[src/rtl/bias_stream_pkg.sv]
// bias_stream_pkg: shared state encoding and credit sizing for the bias ROM streamer
package bias_stream_pkg;
  typedef enum logic [1:0] {IDLE = 2'd0, RUN = 2'd1, DRAIN = 2'd2} state_e;
  function automatic int credit_w(input int buf_depth, input int rom_latency);
    return $clog2(buf_depth + rom_latency + 1) + 1;
  endfunction
endpackage

[src/rtl/bias_stream_fifo.sv]
// bias_stream_fifo: show-ahead FIFO re-aligning fixed-latency ROM returns to the output stream
module bias_stream_fifo #(
  parameter int DATA_WIDTH = 16,
  parameter int BUF_DEPTH = 4,
  localparam int CNT_W = $clog2(BUF_DEPTH + 1),
  localparam int PTR_W = BUF_DEPTH > 1 ? $clog2(BUF_DEPTH) : 1
) (
  input  logic                  clk,
  input  logic                  rst,
  input  logic                  push,
  input  logic                  pop,
  input  logic [DATA_WIDTH-1:0] din,
  output logic [DATA_WIDTH-1:0] dout,
  output logic                  empty,
  output logic [CNT_W-1:0]      count
);
  logic [DATA_WIDTH-1:0] mem_q [BUF_DEPTH];
  logic [PTR_W-1:0] wr_q, wr_d, rd_q, rd_d;
  logic [CNT_W-1:0] cnt_q, cnt_d;
  logic do_pop;
  always_comb begin
    do_pop = pop && cnt_q != '0;
    wr_d = push ? (wr_q == PTR_W'(BUF_DEPTH - 1) ? '0 : wr_q + PTR_W'(1)) : wr_q;
    rd_d = do_pop ? (rd_q == PTR_W'(BUF_DEPTH - 1) ? '0 : rd_q + PTR_W'(1)) : rd_q;
    cnt_d = cnt_q + CNT_W'(push) - CNT_W'(do_pop);
  end
  always_ff @(posedge clk or posedge rst)
    if (rst) begin
      wr_q <= '0;
      rd_q <= '0;
      cnt_q <= '0;
    end else begin
      wr_q <= wr_d;
      rd_q <= rd_d;
      cnt_q <= cnt_d;
    end
  always_ff @(posedge clk)
    if (push) mem_q[wr_q] <= din;
  assign empty = cnt_q == '0;
  assign count = cnt_q;
  assign dout = empty ? '0 : mem_q[rd_q];
  // credit-based issue makes this unreachable; flag it loudly if it ever happens
  always_ff @(posedge clk)
    if (!rst) assert (!(push && !do_pop && cnt_q == CNT_W'(BUF_DEPTH))) else $error("bias_stream_fifo overflow");
endmodule

[src/rtl/bias_rom_stream_ctrl.sv]
// bias_rom_stream_ctrl: credit-paced ROM reader turning a fixed-latency ROM into a valid/ready bias stream
module bias_rom_stream_ctrl import bias_stream_pkg::*; #(
  parameter int DATA_WIDTH = 16,
  parameter int OUT_DEPTH = 32,
  parameter int ROM_LATENCY = 2,
  parameter int REPEAT = 1,
  parameter int BUF_DEPTH = ROM_LATENCY + 2,
  parameter int ADDR_WIDTH = $clog2(OUT_DEPTH) + 1
) (
  input  logic                  clk,
  input  logic                  rst,
  input  logic                  start,
  output logic                  busy,
  output logic                  done,
  output logic [ADDR_WIDTH-1:0] rom_addr,
  output logic                  rom_ce,
  input  logic [DATA_WIDTH-1:0] rom_q,
  output logic [DATA_WIDTH-1:0] data_out,
  output logic                  data_out_valid,
  input  logic                  data_out_ready
);
  localparam int CW = credit_w(BUF_DEPTH, ROM_LATENCY);
  localparam int PW = REPEAT > 1 ? $clog2(REPEAT) : 1;
  localparam int FCW = $clog2(BUF_DEPTH + 1);
  state_e state_q, state_d;
  logic [ADDR_WIDTH-1:0] addr_q, addr_d;
  logic [PW-1:0] pass_q, pass_d;
  logic [ROM_LATENCY-1:0] track_q, track_d;
  logic [FCW-1:0] fifo_count;
  logic [CW-1:0] in_flight, credit;
  logic fifo_empty, pop, issue, last_addr, last_pass;
  always_comb begin
    in_flight = '0;
    for (int i = 0; i < ROM_LATENCY; i++) in_flight = in_flight + CW'(track_q[i]);
    pop = !fifo_empty && data_out_ready;
    credit = in_flight + CW'(fifo_count) - CW'(pop);
    issue = state_q == RUN && credit < CW'(BUF_DEPTH);
    last_addr = addr_q == ADDR_WIDTH'(OUT_DEPTH - 1);
    last_pass = pass_q == PW'(REPEAT - 1);
    done = state_q == DRAIN && pop && fifo_count == FCW'(1) && track_q == '0;
    addr_d = issue ? (last_addr ? '0 : addr_q + ADDR_WIDTH'(1)) : addr_q;
    pass_d = issue && last_addr ? (last_pass ? '0 : pass_q + PW'(1)) : pass_q;
    track_d = ROM_LATENCY'({track_q, issue});
    state_d = state_q == IDLE && start ? RUN :
              issue && last_addr && last_pass ? DRAIN :
              done ? IDLE : state_q;
  end
  always_ff @(posedge clk or posedge rst)
    if (rst) begin
      state_q <= IDLE;
      addr_q <= '0;
      pass_q <= '0;
      track_q <= '0;
    end else begin
      state_q <= state_d;
      addr_q <= addr_d;
      pass_q <= pass_d;
      track_q <= track_d;
    end
  assign busy = state_q != IDLE;
  assign rom_ce = busy;
  assign rom_addr = addr_q;
  assign data_out_valid = !fifo_empty;
  bias_stream_fifo #(.DATA_WIDTH(DATA_WIDTH), .BUF_DEPTH(BUF_DEPTH)) u_fifo (
    .clk(clk),
    .rst(rst),
    .push(track_q[ROM_LATENCY-1]),
    .pop(pop),
    .din(rom_q),
    .dout(data_out),
    .empty(fifo_empty),
    .count(fifo_count)
  );
endmodule
[config.mk]
export PLATFORM = sky130hd
export DESIGN_NAME = bias_rom_stream_ctrl
export DESIGN_NICKNAME = d
export VERILOG_FILES = /design/src/rtl/bias_stream_pkg.sv /design/src/rtl/bias_stream_fifo.sv /design/src/rtl/bias_rom_stream_ctrl.sv
export SDC_FILE = /design/constraint.sdc
export NUM_CORES = 1
export LEC_CHECK = 0
export ABC_CLOCK_PERIOD_IN_PS = 8150
export CORE_AREA = 4 4 112 114
export DETAILED_ROUTE_END_ITERATION = 7
export DIE_AREA = 0 0 116 118
export GPL_ROUTABILITY_DRIVEN = 0
export PLACE_DENSITY = 0.59
export SLEW_MARGIN = 20
export SYNTH_ARGS = -nofsm -noshare
export SYNTH_HDL_FRONTEND = slang
export SYNTH_SLANG_ARGS = --single-unit
[constraint.sdc]
create_clock -name clk -period 8.15 [get_ports clk]
set_input_delay 1.63 -clock clk [delete_from_list [all_inputs] [get_ports clk]]
set_output_delay 1.63 -clock clk [all_outputs]
set_load 0.05 [all_outputs]
**Word-level counts from Yosys, hierarchy flattened**

Memory sizes are Yosys's and may differ from the RTL's.
Index checks and enable logic that the tools add are counted.

- Flip-flop bits (word level): 18
- Memory bits (writable): 64
- Bits of input ports: 20
- Memories kept: 1

Memories:

| memory | depth | bits a word | rd ports | clocked after memory_dff | write ports | line | source |
|---|---|---|---|---|---|---|---|
| u_fifo.mem_q | 4 | 16 | 1 | 0 | 1 | bias_stream_fifo.sv:17 | `logic [DATA_WIDTH-1:0] mem_q [BUF_DEPTH];` |

- Add/subtract/negate cells: 9
- Order comparisons: 1
- Equal/unequal tests: 6
- Muxes and demuxes: 10
- Bitwise logic cells: 1
- Reductions and logical operators: 16

Operators with widths:

| kind | count |
|---|---|
| $mux W16 | 1 |
| $mux W2 | 5 |
| $logic_and A1 B1 Y1 | 9 |
| $add A6 B1 Y6 const B | 1 |
| $eq A2 B2 Y1 const B | 3 |
| $eq A6 B5 Y1 const B | 1 |
| $mux W6 | 1 |
| $reduce_bool A3 Y1 | 2 |
| $add A2 B1 Y2 const B | 2 |
| $add A2 B3 Y4 | 1 |
| $logic_not A2 Y1 | 2 |
| $lt A4 B3 Y1 const B | 1 |
| $sub A4 B1 Y4 | 1 |
| $add A3 B1 Y3 | 1 |
| $eq A3 B1 Y1 const B | 1 |
| $logic_not A3 Y1 | 1 |
| $mux W1 | 3 |
| $sub A3 B1 Y3 | 1 |
| $add A1 B1 Y2 | 1 |
| $eq A2 B1 Y1 const B | 1 |
| $reduce_bool A2 Y1 | 1 |
| $add A1 B1 Y1 const B | 1 |
| $logic_not A1 Y1 | 1 |
| $not A1 Y1 | 1 |

**Depth between registers and ports, before layout**

- Word-level depth: 10
- Gate-level depth with buffers: 12
- Mapped depth without buffers: 10

**Modules after synthesis**

From an unflattened synthesis, not the netlist that was laid out.

- Cell total of the unflattened synthesis: 199
- Area, all modules: 3,504.6 sq um

By module, submodules not included:

| module | instances | cells an instance | area an instance (sq um) | sequential area each (sq um) |
|---|---|---|---|---|
| bias_stream_fifo | 1 | 140 | 2,879.0 | 2,097.0 |
| bias_rom_stream_ctrl | 1 | 59 | 625.6 | 250.2 |

**Least setup slack after synthesis**

Ideal clock, no wire load.

- Kind: input to output
- From: input data_out_ready
- To: output done
- Data arrival time: 3,235 ps
- Data required time: 6,520 ps
- Setup slack: 3,285 ps
- Stages: 2
- Buffers on the path: 0
- Cell sequence: nand2_1 nor4_1

- Word-level cells in the longest chain between the ends: 4

RTL lines:

| item | line | source |
|---|---|---|
| start: declaration | bias_rom_stream_ctrl.sv:20 | `input logic data_out_ready` |
| $logic_and A1 B1 Y1 | bias_rom_stream_ctrl.sv:35 | `pop = !fifo_empty && data_out_ready;` |
| $logic_and A1 B1 Y1 (3 in a row) | bias_rom_stream_ctrl.sv:40 | `done = state_q == DRAIN && pop && fifo_count == FCW'(1) && track_q == '0;` |
| end: declaration | bias_rom_stream_ctrl.sv:14 | `output logic done,` |

Every way passes these cells.

**Worst setup path in the final report**

Ends and elaborated chain as after synthesis.

==> results.toml <==
[clock_tree]
path_clk_slew_ns = 0.06
clock_sinks = 81
root_buffer = "clkbuf_16"
h-tree-depth = 3
cts-hold-fix-buffers = 0
cts_buffer_depth = 2
cts_tree = "yes"
postCtsSetupBuffers = 0
clkLatencyLatePin_ns = 0.33
post_cts_resize_count = 0
numCtsBuffers = 9

[final_layout]
fin_nets = 275
layout_common_cells = "edfxtp_1 (64), clkdlybuf4s50_1 (45), and2_1 (20)"
nFillCells = 1081
final_common_cell = "edfxtp_1"
final_cells = 390
multi_input_area_sq_um = 949.7
diodes = 0
drive_gt1_share_pct = 15.38
syn2layout_area_growth_pct = 27.23
regArea_sq_um = 2347

[setup_path]
arrival_ns = 3.42
cp.required_ns = 6.52
critPathCaptureType = "output port"
worstSetupStartpointType = "input pin"
path_max_fanout = 2
crit_chain = "clkdlybuf4s50_1 > nand2_1 > nor4_1 > clkdlybuf4s50_1"
cp_slowest_cell = "clkdlybuf4s50_1"
reg2reg_depth = 10
slowest_delay_ns = 0.88
path_class = "in -> out"
path_common_cell = "clkdlybuf4s50_1"

[global_routing]
grt_pass1_vias = 1881
grt_max_degree = 19
grt.overflow.total = 0
grt_pass1_wl_um = 9846
antenna_found_initial = 0
grtUsageTotal_pct = 9.499

[route]
wl_per_cell_um = 15.68
detail_route.vias_per_cell = 4.474
drt-total-wl_um = 6117
postRouteAntennaNets = 0
drt_iter0_markers = 138
drc_errors = 0
dr.pass1.iters = 4
vias = 1745

[synth]
yosys.area.top_type = "edfxtp_1"
netlist_instances = 193
synth.yosys.warnings = 0
avgSynthCellArea_sq_um = 17.62
async_flop_share_pct = 20.99
synthTopCellsByArea = "edfxtp_1 (57%), dfrtp_1 (13%), mux4_2 (11%)"
ys_seq_area_share_pct = 69.02
synth_cell_type_count = 37
synth_flop_cell = "edfxtp_1"
yosysTopAreaCellShare_pct = 56.51
synthesis.area_sq_um = 3401
synth-xor-area-share_pct = 1.030
synth_top_family_by_area = "multiplexers"
yosys-mux-area-fraction_pct = 12.14
synth_fp_nets = 226
synth_edf_count = 64
synthAdderAreaFrac_pct = 5.004
synth-compound-area-share_pct = 2.649
synth-simple-area-share_pct = 7.101
synth_seq_cells = 81

[sta]
max_freq_ghz = 0.1982
grt_setup_unrepaired = "no"
tightest_slew_ns = 0.8910
period_minus_slack_ns = 5.046
finalSetupTns_ns = 0
finClkSkew_ns = 0.006110
slew_headroom_pct = 40.60
hold_violations = 0
setup_viol = 0
fin_crit_sh_pct = 61.91
report.final.slew_viol_count = 0

[floorplanning]
rows = 39
die_h_um = 118
start_util_pct = 29.78
die_area_sq_um = 13690
die_x_um = 116
coreArea_sq_um = 11420
io_pins = 46

[job]
drv_cap = 0

[hold_path]
hold_class = "reg -> reg"
whs_path_depth = 0

[status]
status = "complete, no violations"

[power]
p_per_area_nw_per_um2 = 388.8
power_leakage_nw = 1.545
peakVddDrop_v = 0.0001938

[place]
port_buffers = 45
dp.cells = 374
dp_hpwl_um = 3968
## kinds of logic (layout without fill, tap and decap cells)
kind of cell	count (synthesis)	after routing
buffers and inverters	22	76
AOI/OAI and AO/OA	14	14
muxes	20	20
xor gates and xnor gates	4	4
adders and majority gates	13	13
and+or+nand+nor	39	39
DFF	81	81
## per-layer routing
layer / share of wire (%) / vias to the layer above / global-route usage [%]
li1: - / 830 / -
met2: 51 / 53 / 15.97
met4: 0.80 / 0 / 2.611
met1: 42 / 857 / 11.42
met3: 6.1 / 5 / 3.393
met5: 0 / - / 0
## state kept, by name, summed over array words and instances (netlist names)
register and count:
state_q 2, rom_addr 6, u_fifo.count 3, u_fifo.rd_q 2
u_fifo.mem_q 64, track_q 2, u_fifo.wr_q 2
## synth_stat cells, types with 2 or more instances
cell	number
mux4_2	16
nand2_1	3
ha_1	12
dfrtp_1	17
or3_1	2
mux2_4	2
a21oi_1	5
o2111ai_1	2
buf_4	3
and2_1	20
buf_2	2
clkbuf_1	2
xnor2_1	3
edfxtp_1	64
mux2_2	2
inv_1	14
nor2_1	2
o21ai_0	3
## path summary, 6_finish.rpt
| path | to | from | slack, ns |
|---|---|---|---|
| max in group asynchronous | u_fifo.wr_q[0] | rst | 6.00 |
| worst min-delay path | track_q[1] | track_q[0] | 0.41 |
| min in group asynchronous | rom_addr[5] | rst | 1.71 |
| worst max register to register | rom_addr[1] | u_fifo.count[1] | 4.94 |
| worst max-delay path | done | data_out_ready | 3.10 |
| worst min register to register | track_q[1] | track_q[0] | 0.41 |
## stage by stage
| stage | total power [mW] | worst slack [ns] | hold WS [ns] | area [sq um] | util [%] |
|---|---|---|---|---|---|
| 2_1_floorplan | 1.053 | 3.285 | 0.3655 | 3401 | - |
| 3_3_place_gp | 1.241 | 3.192 | 0.3942 | 3986 | 34.91 |
| 3_5_place_dp | 1.248 | 3.118 | 0.3991 | 3986 | 34.91 |
| 4_1_cts | 1.709 | 3.095 | 0.4157 | 4327 | 37.89 |
| 5_1_grt | 1.770 | 3.034 | 0.4312 | 4327 | 37.89 |
| 6_report | 1.682 | 3.104 | 0.4088 | 4327 | 37.89 |
## critical path: cells and delay by family
kind	cells	cell delay, ns
buf+inv	2	1.37
simple gates	2	0.41
## layout make-up
type,instances,area share (%)
Clock buffer,9,5.205
Timing Repair Buffer,46,10.58
Tap cell,143,4.135
Inverter,14,1.215
Multi-Input combinational cell,90,21.95
Sequential cell,81,54.25
Clock inverter,7,2.660
## power breakdown
part           switching (mW)  leakage (nW)  internal, mW  total [mW]
Sequential             0.0629         0.786         0.499       0.562
Combinational           0.387         0.593         0.279       0.667
Clock                   0.155         0.166         0.299       0.454
Note: power is estimated with default switching activity, not from simulation.
